==> config.mk <==
export PLATFORM = sky130hd
export DESIGN_NAME = stereo_sample_mixer
export DESIGN_NICKNAME = d
export VERILOG_FILES = /design/src/rtl/stereo_sample_mixer_pkg.sv /design/src/rtl/stereo_sample_mixer_sat_shift.sv /design/src/rtl/stereo_sample_mixer.sv
export SDC_FILE = /design/constraint.sdc
export NUM_CORES = 1
export LEC_CHECK = 0
export CAP_MARGIN = 10
export CORE_MARGIN = 5
export CORE_UTILIZATION = 40
export CTS_CLUSTER_DIAMETER = 50
export DETAILED_ROUTE_END_ITERATION = 16
export PLACE_DENSITY = 0.64
export SETUP_SLACK_MARGIN = 0.5
export SLEW_MARGIN = 10
export SYNTH_ARGS = -nofsm -noshare
export SYNTH_HDL_FRONTEND = slang
export SYNTH_SLANG_ARGS = --single-unit
==> constraint.sdc <==
create_clock -name clk -period 2.9 [get_ports clk]
set_clock_uncertainty 0.15 [all_clocks]
set_input_delay 0.58 -clock clk [delete_from_list [all_inputs] [get_ports clk]]
set_output_delay 0.58 -clock clk [all_outputs]
set_load 0.01 [all_outputs]
==> src/rtl/stereo_sample_mixer_pkg.sv <==
// Shared constants and types for the stereo sample mixer.
package stereo_sample_mixer_pkg;

  localparam int DAC_OUTPUT_WIDTH = 16;
  localparam int MIX_NUM_CHANNELS = 18;
  localparam int MIX_IN_WIDTH     = 16;
  localparam int MIX_GAIN_SHIFT   = 0;

  // Wide enough to sum NUM_CHANNELS sign-extended inputs without overflow.
  localparam int MIX_ACC_W = MIX_IN_WIDTH + $clog2(MIX_NUM_CHANNELS) + 1;

  typedef logic signed [MIX_ACC_W-1:0] mix_acc_t;

endpackage

==> src/rtl/stereo_sample_mixer_sat_shift.sv <==
// Arithmetic right shift followed by a signed clamp to OUT_W bits.
module stereo_sample_mixer_sat_shift #(
  parameter int IN_W  = 22,
  parameter int OUT_W = 16,
  parameter int SHIFT = 0
) (
  input  logic [IN_W-1:0]  din,
  output logic [OUT_W-1:0] dout,
  output logic             clip
);

  localparam logic signed [IN_W-1:0] MAX_V = {{(IN_W-OUT_W+1){1'b0}}, {(OUT_W-1){1'b1}}};
  localparam logic signed [IN_W-1:0] MIN_V = {{(IN_W-OUT_W+1){1'b1}}, {(OUT_W-1){1'b0}}};

  logic signed [IN_W-1:0] shifted;

  assign shifted = $signed(din) >>> SHIFT;

  // Clamp to the output range and flag when the value had to be limited.
  always_comb begin
    dout = shifted[OUT_W-1:0];
    clip = 1'b0;
    if (shifted > MAX_V) begin
      dout = MAX_V[OUT_W-1:0];
      clip = 1'b1;
    end else if (shifted < MIN_V) begin
      dout = MIN_V[OUT_W-1:0];
      clip = 1'b1;
    end
  end

endmodule

==> src/rtl/stereo_sample_mixer.sv <==
// Accumulates time-multiplexed per-channel stereo samples over one sample
// period, then scales, saturates and registers the mix for the i2s block.
module stereo_sample_mixer
  import stereo_sample_mixer_pkg::*;
#(
  parameter int NUM_CHANNELS = MIX_NUM_CHANNELS,
  parameter int IN_WIDTH     = MIX_IN_WIDTH,
  parameter int OUT_WIDTH    = DAC_OUTPUT_WIDTH,
  parameter int GAIN_SHIFT   = MIX_GAIN_SHIFT
) (
  input  logic                 clk,
  input  logic                 reset_n,
  input  logic                 sample_clk_en,
  input  logic                 channel_valid,
  input  logic [IN_WIDTH-1:0]  channel_l,
  input  logic [IN_WIDTH-1:0]  channel_r,
  input  logic                 clear_status,
  output logic [OUT_WIDTH-1:0] left_channel,
  output logic [OUT_WIDTH-1:0] right_channel,
  output logic                 sample_valid,
  output logic                 clip_l,
  output logic                 clip_r,
  output logic                 count_err
);

  localparam int ACC_W = IN_WIDTH + $clog2(NUM_CHANNELS) + 1;
  localparam int CNT_W = $clog2(NUM_CHANNELS + 2);
  localparam logic [CNT_W-1:0] CNT_FULL = CNT_W'(NUM_CHANNELS);
  localparam logic [CNT_W-1:0] CNT_OVER = CNT_W'(NUM_CHANNELS + 1);

  logic signed [ACC_W-1:0] ext_l, ext_r;
  logic signed [ACC_W-1:0] acc_l, acc_r;
  logic signed [ACC_W-1:0] hold_l, hold_r;
  logic [CNT_W-1:0]        ch_cnt, hold_cnt;
  logic                    hold_valid;
  logic [OUT_WIDTH-1:0]    sat_l, sat_r;
  logic                    clip_now_l, clip_now_r;
  logic                    cnt_bad;

  assign ext_l   = {{(ACC_W-IN_WIDTH){channel_l[IN_WIDTH-1]}}, channel_l};
  assign ext_r   = {{(ACC_W-IN_WIDTH){channel_r[IN_WIDTH-1]}}, channel_r};
  assign cnt_bad = (hold_cnt != CNT_FULL);

  // Accumulate during the period; on sample_clk_en snapshot and restart with
  // the same-cycle sample so nothing is lost or counted twice.
  // NOTE: sequential state uses non-blocking assignments so every register
  // samples the pre-edge values regardless of statement order.
  always_ff @(posedge clk or negedge reset_n) begin
    if (!reset_n) begin
      acc_l      <= '0;
      acc_r      <= '0;
      ch_cnt     <= '0;
      hold_l     <= '0;
      hold_r     <= '0;
      hold_cnt   <= '0;
      hold_valid <= 1'b0;
    end else if (sample_clk_en) begin
      hold_l     <= acc_l;
      hold_r     <= acc_r;
      hold_cnt   <= ch_cnt;
      hold_valid <= 1'b1;
      acc_l      <= channel_valid ? ext_l : '0;
      acc_r      <= channel_valid ? ext_r : '0;
      ch_cnt     <= {{(CNT_W-1){1'b0}}, channel_valid};
    end else begin
      hold_valid <= 1'b0;
      if (channel_valid) begin
        if (ch_cnt < CNT_FULL) begin
          acc_l <= acc_l + ext_l;
          acc_r <= acc_r + ext_r;
        end
        if (ch_cnt != CNT_OVER) begin
          ch_cnt <= ch_cnt + 1'b1;
        end
      end
    end
  end

  stereo_sample_mixer_sat_shift #(
    .IN_W (ACC_W),
    .OUT_W(OUT_WIDTH),
    .SHIFT(GAIN_SHIFT)
  ) u_sat_l (
    .din (hold_l),
    .dout(sat_l),
    .clip(clip_now_l)
  );

  stereo_sample_mixer_sat_shift #(
    .IN_W (ACC_W),
    .OUT_W(OUT_WIDTH),
    .SHIFT(GAIN_SHIFT)
  ) u_sat_r (
    .din (hold_r),
    .dout(sat_r),
    .clip(clip_now_r)
  );

  // Register the scaled mix and pulse sample_valid; outputs hold until the
  // next close. Sticky flags: a set event beats clear_status.
  always_ff @(posedge clk or negedge reset_n) begin
    if (!reset_n) begin
      left_channel  <= '0;
      right_channel <= '0;
      sample_valid  <= 1'b0;
      clip_l        <= 1'b0;
      clip_r        <= 1'b0;
      count_err     <= 1'b0;
    end else begin
      sample_valid <= hold_valid;
      if (hold_valid) begin
        left_channel  <= sat_l;
        right_channel <= sat_r;
      end
      clip_l    <= (hold_valid & clip_now_l) | (clip_l    & ~clear_status);
      clip_r    <= (hold_valid & clip_now_r) | (clip_r    & ~clear_status);
      count_err <= (hold_valid & cnt_bad)    | (count_err & ~clear_status);
    end
  end

endmodule

==> results of run 1 <==
-- state kept, by name (all words and copies together), names as in the netlist --
name           cells
acc_l             22
acc_r             22
ch_cnt             5
clip_l             1
clip_r             1
count_err          1
hold_cnt           5
hold_l            22
hold_r            22
hold_valid         1
left_channel      16
right_channel     16
sample_valid       1
-- worst paths after layout --
kind / startpoint / endpoint / slack (ns) / cells past startpoint
setup / recovery: acc_l[0]$_DFFE_PN0P_ / acc_l[20]$_DFFE_PN0P_ / 0.39 / 10
hold / removal: left_channel[15]$_DFFE_PN0P_ / left_channel[15]$_DFFE_PN0P_ / 0.35 / 1
setup reg to reg: acc_l[0]$_DFFE_PN0P_ / acc_l[20]$_DFFE_PN0P_ / 0.39 / 10
hold reg to reg: left_channel[15]$_DFFE_PN0P_ / left_channel[15]$_DFFE_PN0P_ / 0.35 / 1
max in group asynchronous: reset_n / acc_l[19]$_DFFE_PN0P_ / 1.44 / 3
min in group asynchronous: reset_n / right_channel[15]$_DFFE_PN0P_ / 0.47 / 2
-- routing by layer --
metal,up-vias,GRT usage (%),share of wire [%]
met5,-,0,0
met4,0,6.524,1.4
li1,3171,-,-
met2,104,29.52,47
met1,3122,25.66,48
met3,17,3.250,3.6
-- Yosys cell counts, types with 4 or more instances --
cell type    n
nor3_1       6
nand4_1      9
inv_1       47
o21a_1       6
nand3_1      9
and3_1       5
buf_1        6
xnor2_1     22
and2_1       4
ha_1        43
nor2_1      47
xor2_1      16
o211ai_1    30
o21ai_0     78
a31oi_1      9
nand2_1     49
o21ai_1      5
mux2_2      51
mux2i_1      5
dfrtp_1    135
a22oi_1     13
a21oi_1     62
a211oi_1     6
a21o_1      20
o21bai_1     6
clkbuf_1    25
-- power by group through the flow --
stage | Clock [mW] | Combinational, mW | Sequential, mW
2_1_floorplan | 0 | 2.29 | 2.91
3_3_place_gp | 0 | 3.71 | 2.96
3_5_place_dp | 0 | 3.77 | 2.98
4_1_cts | 2.16 | 4.04 | 2.96
5_1_grt | 2.25 | 4.86 | 3.05
6_report | 2.12 | 4.40 | 2.97
-- metrics by stage --
step                utilization (%)  cells  hold slack [ns]
floorplan                         -    763           0.1344
global placement              51.21   1142           0.3349
detailed placement            51.21   1142           0.3412
CTS                           55.96   1186           0.3539
global route                  58.19   1206           0.3694
finish                        58.19   1206           0.3533
-- worst max-delay path: cells and delay by family (launching register included) --
family	cells	cell delay, ns
AOI/OAI and AO/OA	6	0.90
adders and majority gates	2	0.56
DFF	1	0.41
and+or+nand+nor	1	0.18
xor gates and xnor gates	1	0.17
-- cell families (layout without fill, tap and decap cells) --
logic type / count (synthesis) / in the layout / synth area share (%)
muxes: 58 / 58 / 8.655
xor gates and xnor gates: 38 / 38 / 4.402
DFF: 135 / 135 / 44.68
adders and majority gates: 45 / 45 / 7.645
AOI/OAI and AO/OA: 261 / 261 / 21.76
and+or+nand+nor: 146 / 146 / 8.853
buffers and inverters: 80 / 289 / 4.005
-- cell type report --
type                            count  area, µm²  area share [%]
Multi-Input combinational cell    548       4647           42.84
Sequential cell                   135       3386           31.21
Clock inverter                     13      146.4           1.349
Inverter                           47      176.4           1.626
Clock buffer                       18      429.2           3.956
Timing Repair Buffer              211       1770           16.32
Tap cell                          234      292.8           2.699
-- timing repair --
| item | CTS | global route |
|---|---|---|
| endpoints found under the hold margin | 36 | 0 |
| gates resized for setup | 76 | 53 |
| gates cloned | 0 | 0 |
| hold buffers | 1 | 0 |
| setup endpoints to repair | 30 | 26 |
| buffers inserted | 12 | 20 |
| pin swaps | 48 | 50 |
-- cell usage in the layout (no fill, tap or decap), drive strengths merged, types with 9 or more instances in the layout --
cell | netlist | layout
a22oi | 13 | 13
nand4 | 9 | 9
dlygate4sd2 | 0 | 25
xor2 | 16 | 16
nand2 | 49 | 49
o211ai | 30 | 30
o21ai | 83 | 83
inv | 47 | 52
clkdlybuf4s50 | 0 | 38
clkbuf | 25 | 18
nand3 | 9 | 9
buf | 8 | 141
a21o | 20 | 20
xnor2 | 22 | 22
nor2 | 47 | 47
ha | 43 | 43
a21oi | 63 | 63
dfrtp | 135 | 135
a31oi | 9 | 9
mux2 | 53 | 53
==> results.md, run 1 <==
* Leak at 4.825 nW
* Synth warn at 0
* Slew @ Worst Pin at 0.8374 ns
* Die Span X at 147.5 µm
* Max-cap viol count at 0
* Fmax at 397.7 MHz
* Setup TNS at 0 ns
* Row cnt at 50
* PwrDens at 875.1 mW/mm²
* Starting DRT DRC Count at 305
* Core footprint at 0.01864 mm²
* Placed cell area at 0.009548 mm²
* Cells after synthesis at 763
* Most common flop cell mapped by yosys: dfrtp_1
* Post-layout min period at 2.514 ns
* EDFF count, synth at 0
* Cell Area, Synth at 0.007561 mm²
* Die Ht at 147.5 µm
* Initial antenna violation count at 0
* Final setup viols at 0
* Pin count of the biggest net entering global routing at 56
* Layout Nets at 1042
* Wire per inst at 16.21 µm
* Post-Syn Nets at 845
* Vias in the first global route at 6494
* Crit path DAT at 2.65 ns
* CTS root buf: clkbuf_16
* DRT Pass-1 Iters at 4
* Vias per std cell at 5.318
* Most area-hungry cell type in the Yosys netlist: dfrtp_1
* HP Class: flop to flop
* Slowest-stage cell, CP: dfrtp_1
* Clock Sinks at 135
* Seq pwr share at 31.3%
* WL final at 19550 µm
* Worst path cell trace: ha_4, fa_2, a21oi_4, o21ai_2, a211oi_2, or3b_4, a31oi_4, a221oi_2, xor2_1, a21oi_1
* Fin crit share at 86.71%
* Area contributors post-synth: dfrtp_1, mux2_2, ha_1
* Ys async rst share at 100.0%
* RSZ-0062 raised after global routing: true
* Clock Power Share at 22.4%
* Outcome: finished, final reports clean
* CTS tree: built
* Distinct cells, synth at 56
* Worst-Skew Late Latency at 0.43 ns
* Aggregate global routing overflow at 0
* Detailed-route DRC error count at 0
* Fillers at 1593
* Switch share at 34.85%
* Die Area at 0.02175 mm²
* Port Buffers at 72
* CTS Buf Count at 17
* Critical-path maximum fanout at 2
* Crit start category: flop
* CP Capture Type: flop
* Final Cell Area at 0.01085 mm²
* H-Tree Depth at 4
* Cell-internal power at 6.185 mW
* Slew Limit Headroom at 44.18%
* Psw at 3.308 mW
* Worst setup margin at 0.3856 ns
* Gpl congestion at 0.8380
* Post-DRT Antenna Nets at 0
* Antenna diodes at 0
* Via count at 6414
* Post-DP HPWL at 13550 µm
* Sequential area share after synthesis at 44.68%
* Final Power at 9.493 mW
* Global-route wire length before repair at 32610 µm
* Top Ports at 73
* Global-route usage over all layers at 18.55%
* Syn-to-layout area delta at 43.47%
* Top cell type's share of synthesized area at 44.68%
* Max Buffers Root-to-Sink at 2
* Worst vdd ir at 0.0004170 V
* Clk slew on worst S/H paths at 0.06 ns
* Crit-path max cell delay at 0.41 ns
* Dpl ws at -0.4724 ns
* Fin. max-slew vios at 0
* Share of total power in combinational logic at 46.3%
* Post-Synthesis Mean Instance Area at 9.910 µm²
* Final Hold Fails at 0
* Post-synthesis register bit count at 135
* Share of cells above drive strength 1 at 33.95%
* Crit path kind: flop to flop
* Starting Density at 40.56%
* Worst Path Required at 3.03 ns
Note: power is estimated with default switching activity, not from simulation.
==> run 2: changes to the inputs <==
Settings changed: CORE_UTILIZATION 40 to 58, PLACE_DENSITY 0.64 to 0.86, REMOVE_ABC_BUFFERS from default to 1.
==> run 2 against run 1 <==
  * First-iteration DRC count rose to 4.5 times the previous value
  * Core utilization up 27 points
  * Hold slack better by 0.0088 ns
  * Clock power up 16%
  * Die area fell by 29%
  * Via count up 26%
  * Largest cell class unchanged
  * Sequential share of layout area shrank 0.10 points
  * Cell count down 4.6%
==> results.md, run 2 (synthesis gave the netlist of run 1 again) <==
* Switch share at 37.89%
* Crit path kind: input port to flop
* Die Area at 0.01542 mm²
* Fin crit share at 96.19%
* CP Capture Type: flop
* Post-layout min period at 2.790 ns
* Commonest non-fill, non-tap cell in the layout: buf_4
* Worst-Skew Late Latency at 0.44 ns
* Initial antenna violation count at 1
* Vias in the first global route at 7625
* WL final at 30470 µm
* Global-route usage over all layers at 33.15%
* Max-cap viol count at 0
* Top Ports at 73
* Die Ht at 124.2 µm
* Gpl congestion at 0.9234
* Clock Sinks at 135
* Share of cells above drive strength 1 at 34.97%
* Seq pwr share at 28.7%
* Slew @ Worst Pin at 0.6821 ns
* Critical-path maximum fanout at 3
* CTS Buf Count at 17
* Starting Density at 59.43%
* Fin. max-slew vios at 0
* Row cnt at 41
* Starting DRT DRC Count at 1378
* HP Class: flop to flop
* Die Span X at 124.2 µm
* CTS tree: built
* Slew Limit Headroom at 54.53%
* PwrDens at 975.3 mW/mm²
* Wire per inst at 26.48 µm
* Post-Layout Cell Count at 1151
* Crit path DAT at 2.96 ns
* RSZ-0062 raised after global routing: true
* H-Tree Depth at 4
* Aggregate global routing overflow at 0
* Via count at 8107
* Commonest non-fill, non-tap cells in the layout: buf_4, dfrtp_1, o21ai_0
* Global-route wire length before repair at 39220 µm
* CTS root buf: clkbuf_16
* DP Cell Count at 1076
* Detailed-route DRC error count at 0
* Cell-internal power at 6.591 mW
* Worst vdd ir at 0.0005628 V
* Layout Nets at 1047
* Final Util at 85.52%
* Share of total power in combinational logic at 48.1%
* Port Buffers at 72
* Worst Path Required at 3.07 ns
* Crit start category: input port
* Max Buffers Root-to-Sink at 2
* Clock Power Share at 23.2%
* Outcome: finished, final reports clean
* Syn-to-layout area delta at 43.90%
* Leak at 4.916 nW
* Vias per std cell at 7.043
* DRT Pass-1 Iters at 6
* Worst setup margin at 0.1104 ns
* Post-DP HPWL at 13810 µm
* Core footprint at 0.01272 mm²
* Final Hold Fails at 0
* Dpl ws at -0.4876 ns
* Psw at 4.021 mW
* Clk slew on worst S/H paths at 0.06 ns
* Final setup viols at 0
* Post-DRT Antenna Nets at 0
* Fmax at 358.5 MHz
* Pin count of the biggest net entering global routing at 62
[run 2: worst max-delay path, stage by stage]
cell and delay, ns:
dlygate4sd2_1 0.27, buf_4 0.15, ha_1 0.30, a21o_1 0.19
nand4_1 0.17, nand2_1 0.15, a21o_1 0.24, o21ai_2 0.12
buf_6 0.16, nor2_4 0.15, nand4_1 0.15, mux2_4 0.32
[run 2: area by class of cell]
type | count | area, µm²
timing repair buffer | 216 | 1817
clock buffer | 20 | 466.7
sequential | 135 | 3385
multi-input combinational | 548 | 4621
tap | 172 | 215.2
inverter | 47 | 176.4
antenna | 1 | 2.502
clock inverter | 12 | 197.7
fill | 564 | 1842
[run 2: stage by stage]
stage	total power, mW	cell area (µm²)	TNS, ns	hold slack (ns)
global route	11.00	10880	0	0.3699
finish	10.61	10880	0	0.3621
floorplan	4.967	7435	-0.05252	0.1344
detailed placement	6.607	9146	-7.675	0.3458
global placement	6.433	9146	-6.089	0.3349
CTS	9.520	10380	0	0.3546
[run 2: path summary, 6_finish.rpt]
| check | start | slack, ns | cells after the start | end |
|---|---|---|---|---|
| setup / recovery | channel_l[1] | 0.11 | 12 | acc_l[21]$_DFFE_PN0P_ |
| hold / removal | hold_l[8]$_DFFE_PN0P_ | 0.36 | 1 | hold_l[8]$_DFFE_PN0P_ |
| setup reg to reg | acc_r[0]$_DFFE_PN0P_ | 0.19 | 10 | acc_r[10]$_DFFE_PN0P_ |
| hold reg to reg | hold_l[8]$_DFFE_PN0P_ | 0.36 | 1 | hold_l[8]$_DFFE_PN0P_ |
| max in group asynchronous | reset_n | 1.33 | 3 | hold_cnt[4]$_DFFE_PN0P_ |
| min in group asynchronous | reset_n | 0.54 | 2 | acc_r[7]$_DFFE_PN0P_ |
[run 2: repair_timing]
item / in CTS / in global routing
endpoints found under the hold margin: 3 / 0
resized for setup: 106 / 78
setup buffers: 19 / 22
pin swaps: 54 / 58
hold buffers: 1 / 0
endpoints found under the setup margin: 33 / 32
[run 2: layer usage]
metal | GRT usage, % | wire length, µm | vias up
li1 | - | - | 3176
met1 | 41.70 | 10390 | 3868
met2 | 53.82 | 13980 | 808
met3 | 6.903 | 3463 | 255
met4 | 17.80 | 2637 | 0
met5 | 0 | 0 | -
[run 2: power groups by stage]
stage	logic [mW]	clock network, mW	registers [mW]
floorplan	2.08	0	2.89
global placement	3.54	0	2.89
detailed placement	3.67	0	2.93
CTS	4.15	2.43	2.94
global route	5.36	2.55	3.09
finish	5.11	2.46	3.04
==> run 3: changes to the inputs <==
Settings changed: CORE_UTILIZATION 58 to 52, PLACE_DENSITY 0.86 to 0.81.
Clock period 2.9 ns to 2.3 ns, I/O delays scaled along.
==> run 3 against run 2 <==
  * Sequential share of layout area is 0.87 points lower
  * The flow now finishes with violations (setup timing)
  * Global-route usage is 6.1 points lower
  * Cell area is 2.7% higher
  * Core utilization is 8.0 points lower
  * Register-to-register slack worse by 0.52 ns
  * Critical path depth is 2 lower
  * Critical endpoint is now acc_l[20]$_DFFE_PN0P_
==> results.md, run 3 (synthesis gave the netlist of run 1 again) <==
* Outcome: finished with violations
* Failing checks: setup timing
* Post-DP HPWL at 14010 µm
* Final Hold Fails at 0
* HP Class: input port to flop
* Aggregate global routing overflow at 0
* Crit start category: flop
* Via count at 7489
* PwrDens at 1156 mW/mm²
* Pin count of the biggest net entering global routing at 52
* Max-cap viol count at 0
* Gpl congestion at 0.8931
* Starting DRT DRC Count at 865
* Vias per std cell at 6.267
* Crit path kind: flop to flop
* Crit path DAT at 2.79 ns
* CTS Buf Count at 17
* Layout Nets at 1080
* Reg2Reg Setup Slack at -0.33 ns
* Port Buffers at 72
* Post-DRT Antenna Nets at 0
* Fin crit share at 114.4%
* Critical-path maximum fanout at 2
* Die Span X at 130.6 µm
* Final setup viols at 24
* Slew @ Worst Pin at 0.6342 ns
* Max Buffers Root-to-Sink at 2
* HP Start: sample_clk_en
* Worst Path Required at 2.45 ns
* RSZ-0062 raised after global routing: true
* Syn-to-layout area delta at 47.81%
* WHS Endpoint: hold_valid$_DFF_PN0_
* RR Startpoint: acc_l[0]$_DFFE_PN0P_
* Clock Sinks at 135
* Wire per inst at 21.13 µm
* Commonest non-fill, non-tap cell in the layout: buf_4
* CTS root buf: clkbuf_16
* DRT Pass-1 Iters at 6
* Top Ports at 73
* WHS Path Cells at 1
* Slew Limit Headroom at 57.72%
* CP Capture Type: flop
* WL final at 25250 µm
* Worst R2R End: acc_l[20]$_DFFE_PN0P_
* Initial antenna violation count at 0
* Global-route wire length before repair at 35990 µm
* Fin. max-slew vios at 0
* Worst setup margin at -0.3319 ns
* Fmax at 380.0 MHz
* Setup TNS at -4.277 ns
* H-Tree Depth at 4
* Worst vdd ir at 0.0006560 V
* Die Area at 0.01705 mm²
* Starting Density at 52.42%
* Antenna diodes at 0
* Multi-input logic area at 0.004613 mm²
* Leak at 5.230 nW
* Clk slew on worst S/H paths at 0.06 ns
* Vias in the first global route at 7190
* Final Util at 77.48%
* Detailed-route DRC error count at 0
* Storage element area at 0.003379 mm²
* Global-route usage over all layers at 27.06%
* Core footprint at 0.01442 mm²
* CTS tree: built
* Die Ht at 130.6 µm
* Worst-Skew Late Latency at 0.44 ns
* Row cnt at 44
* Reg2Reg Depth at 10
* Post-layout min period at 2.632 ns
* Commonest non-fill, non-tap cells in the layout: buf_4, dfrtp_1, o21ai_0
* Share of cells above drive strength 1 at 37.29%
* Fillers at 803
==> run 3: cell types whose count changed in the layout (fill, tap and decap cells not counted), sizes merged, moves of 2 or more <==
cell	delta
dlygate4sd2	+35
buf	+32
dlymetal6s2s	+2
clkdlybuf4s50	-31
inv	+4
clkbuf	-6
clkdlybuf4s15	-2
==> run 3: per-stage QoR <==
| step | instance area (µm²) | setup WS, ns | total power [mW] | std cells | hold WS (ns) |
|---|---|---|---|---|---|
| after floorplan | 7435 | -0.6481 | 6.262 | 730 | 0.01441 |
| after global placement | 9514 | -0.8866 | 8.362 | 1130 | 0.2471 |
| after detailed placement | 9514 | -0.9614 | 8.551 | 1130 | 0.2574 |
| after CTS | 10770 | -0.2730 | 12.09 | 1184 | 0.1304 |
| after global routing | 11180 | -0.4258 | 13.50 | 1195 | 0.1422 |
| final | 11180 | -0.3319 | 12.92 | 1195 | 0.1525 |
==> run 3: critical path, stage by stage (launching register included) <==
cell	delay [ns]
dfrtp_1	0.39
ha_2	0.20
fa_2	0.38
a21oi_4	0.18
o21ai_4	0.09
a211oi_2	0.24
or3b_4	0.17
a31oi_4	0.08
a221oi_2	0.29
xor2_1	0.21
a21oi_1	0.11
==> run 3: where the power goes <==
group | internal, mW | switching (mW)
clock | 1.84 | 1.18
combinational | 3.16 | 3.04
sequential | 3.12 | 0.581
total | 8.12 | 4.80
==> run 3: how the worst max path moves through the flow <==
stage,end,from,slack (ns)
after floorplan,acc_l[21]$_DFFE_PN0P_,ch_cnt[2]$_DFFE_PN0P_,-0.65
after CTS,acc_l[20]$_DFFE_PN0P_,acc_l[0]$_DFFE_PN0P_,-0.27
final,acc_l[20]$_DFFE_PN0P_,acc_l[0]$_DFFE_PN0P_,-0.33
after detailed placement,acc_l[20]$_DFFE_PN0P_,channel_l[0],-0.96
after global routing,acc_l[20]$_DFFE_PN0P_,acc_l[0]$_DFFE_PN0P_,-0.43
after global placement,acc_l[20]$_DFFE_PN0P_,channel_l[0],-0.89
==> run 3: layout make-up <==
type                       instances  share of cell area, %
tap                              184                  2.060
clock buffer                      17                  3.807
clock inverter                    15                  1.970
inverter                          47                  1.579
timing repair buffer             249                  19.07
multi-input combinational        548                  41.28
sequential                       135                  30.24
==> run 3: routing by layer <==
metal | vias to the layer above | routed length [µm] | part of all wire (%) | global-route usage, %
li1 | 3254 | - | - | -
met1 | 3651 | 9779 | 39 | 34.28
met4 | 0 | 1309 | 5.2 | 13.31
met5 | - | 0 | 0 | 0
met2 | 448 | 12290 | 49 | 43.89
met3 | 136 | 1877 | 7.4 | 6.138
==> run 3: what timing repair did <==
item                       CTS  global route
hold buffers                 1             0
pin swaps                   78            59
buffers inserted            21            11
setup endpoints to repair   76            54
hold endpoints to repair    38             0
gates resized for setup    161            67
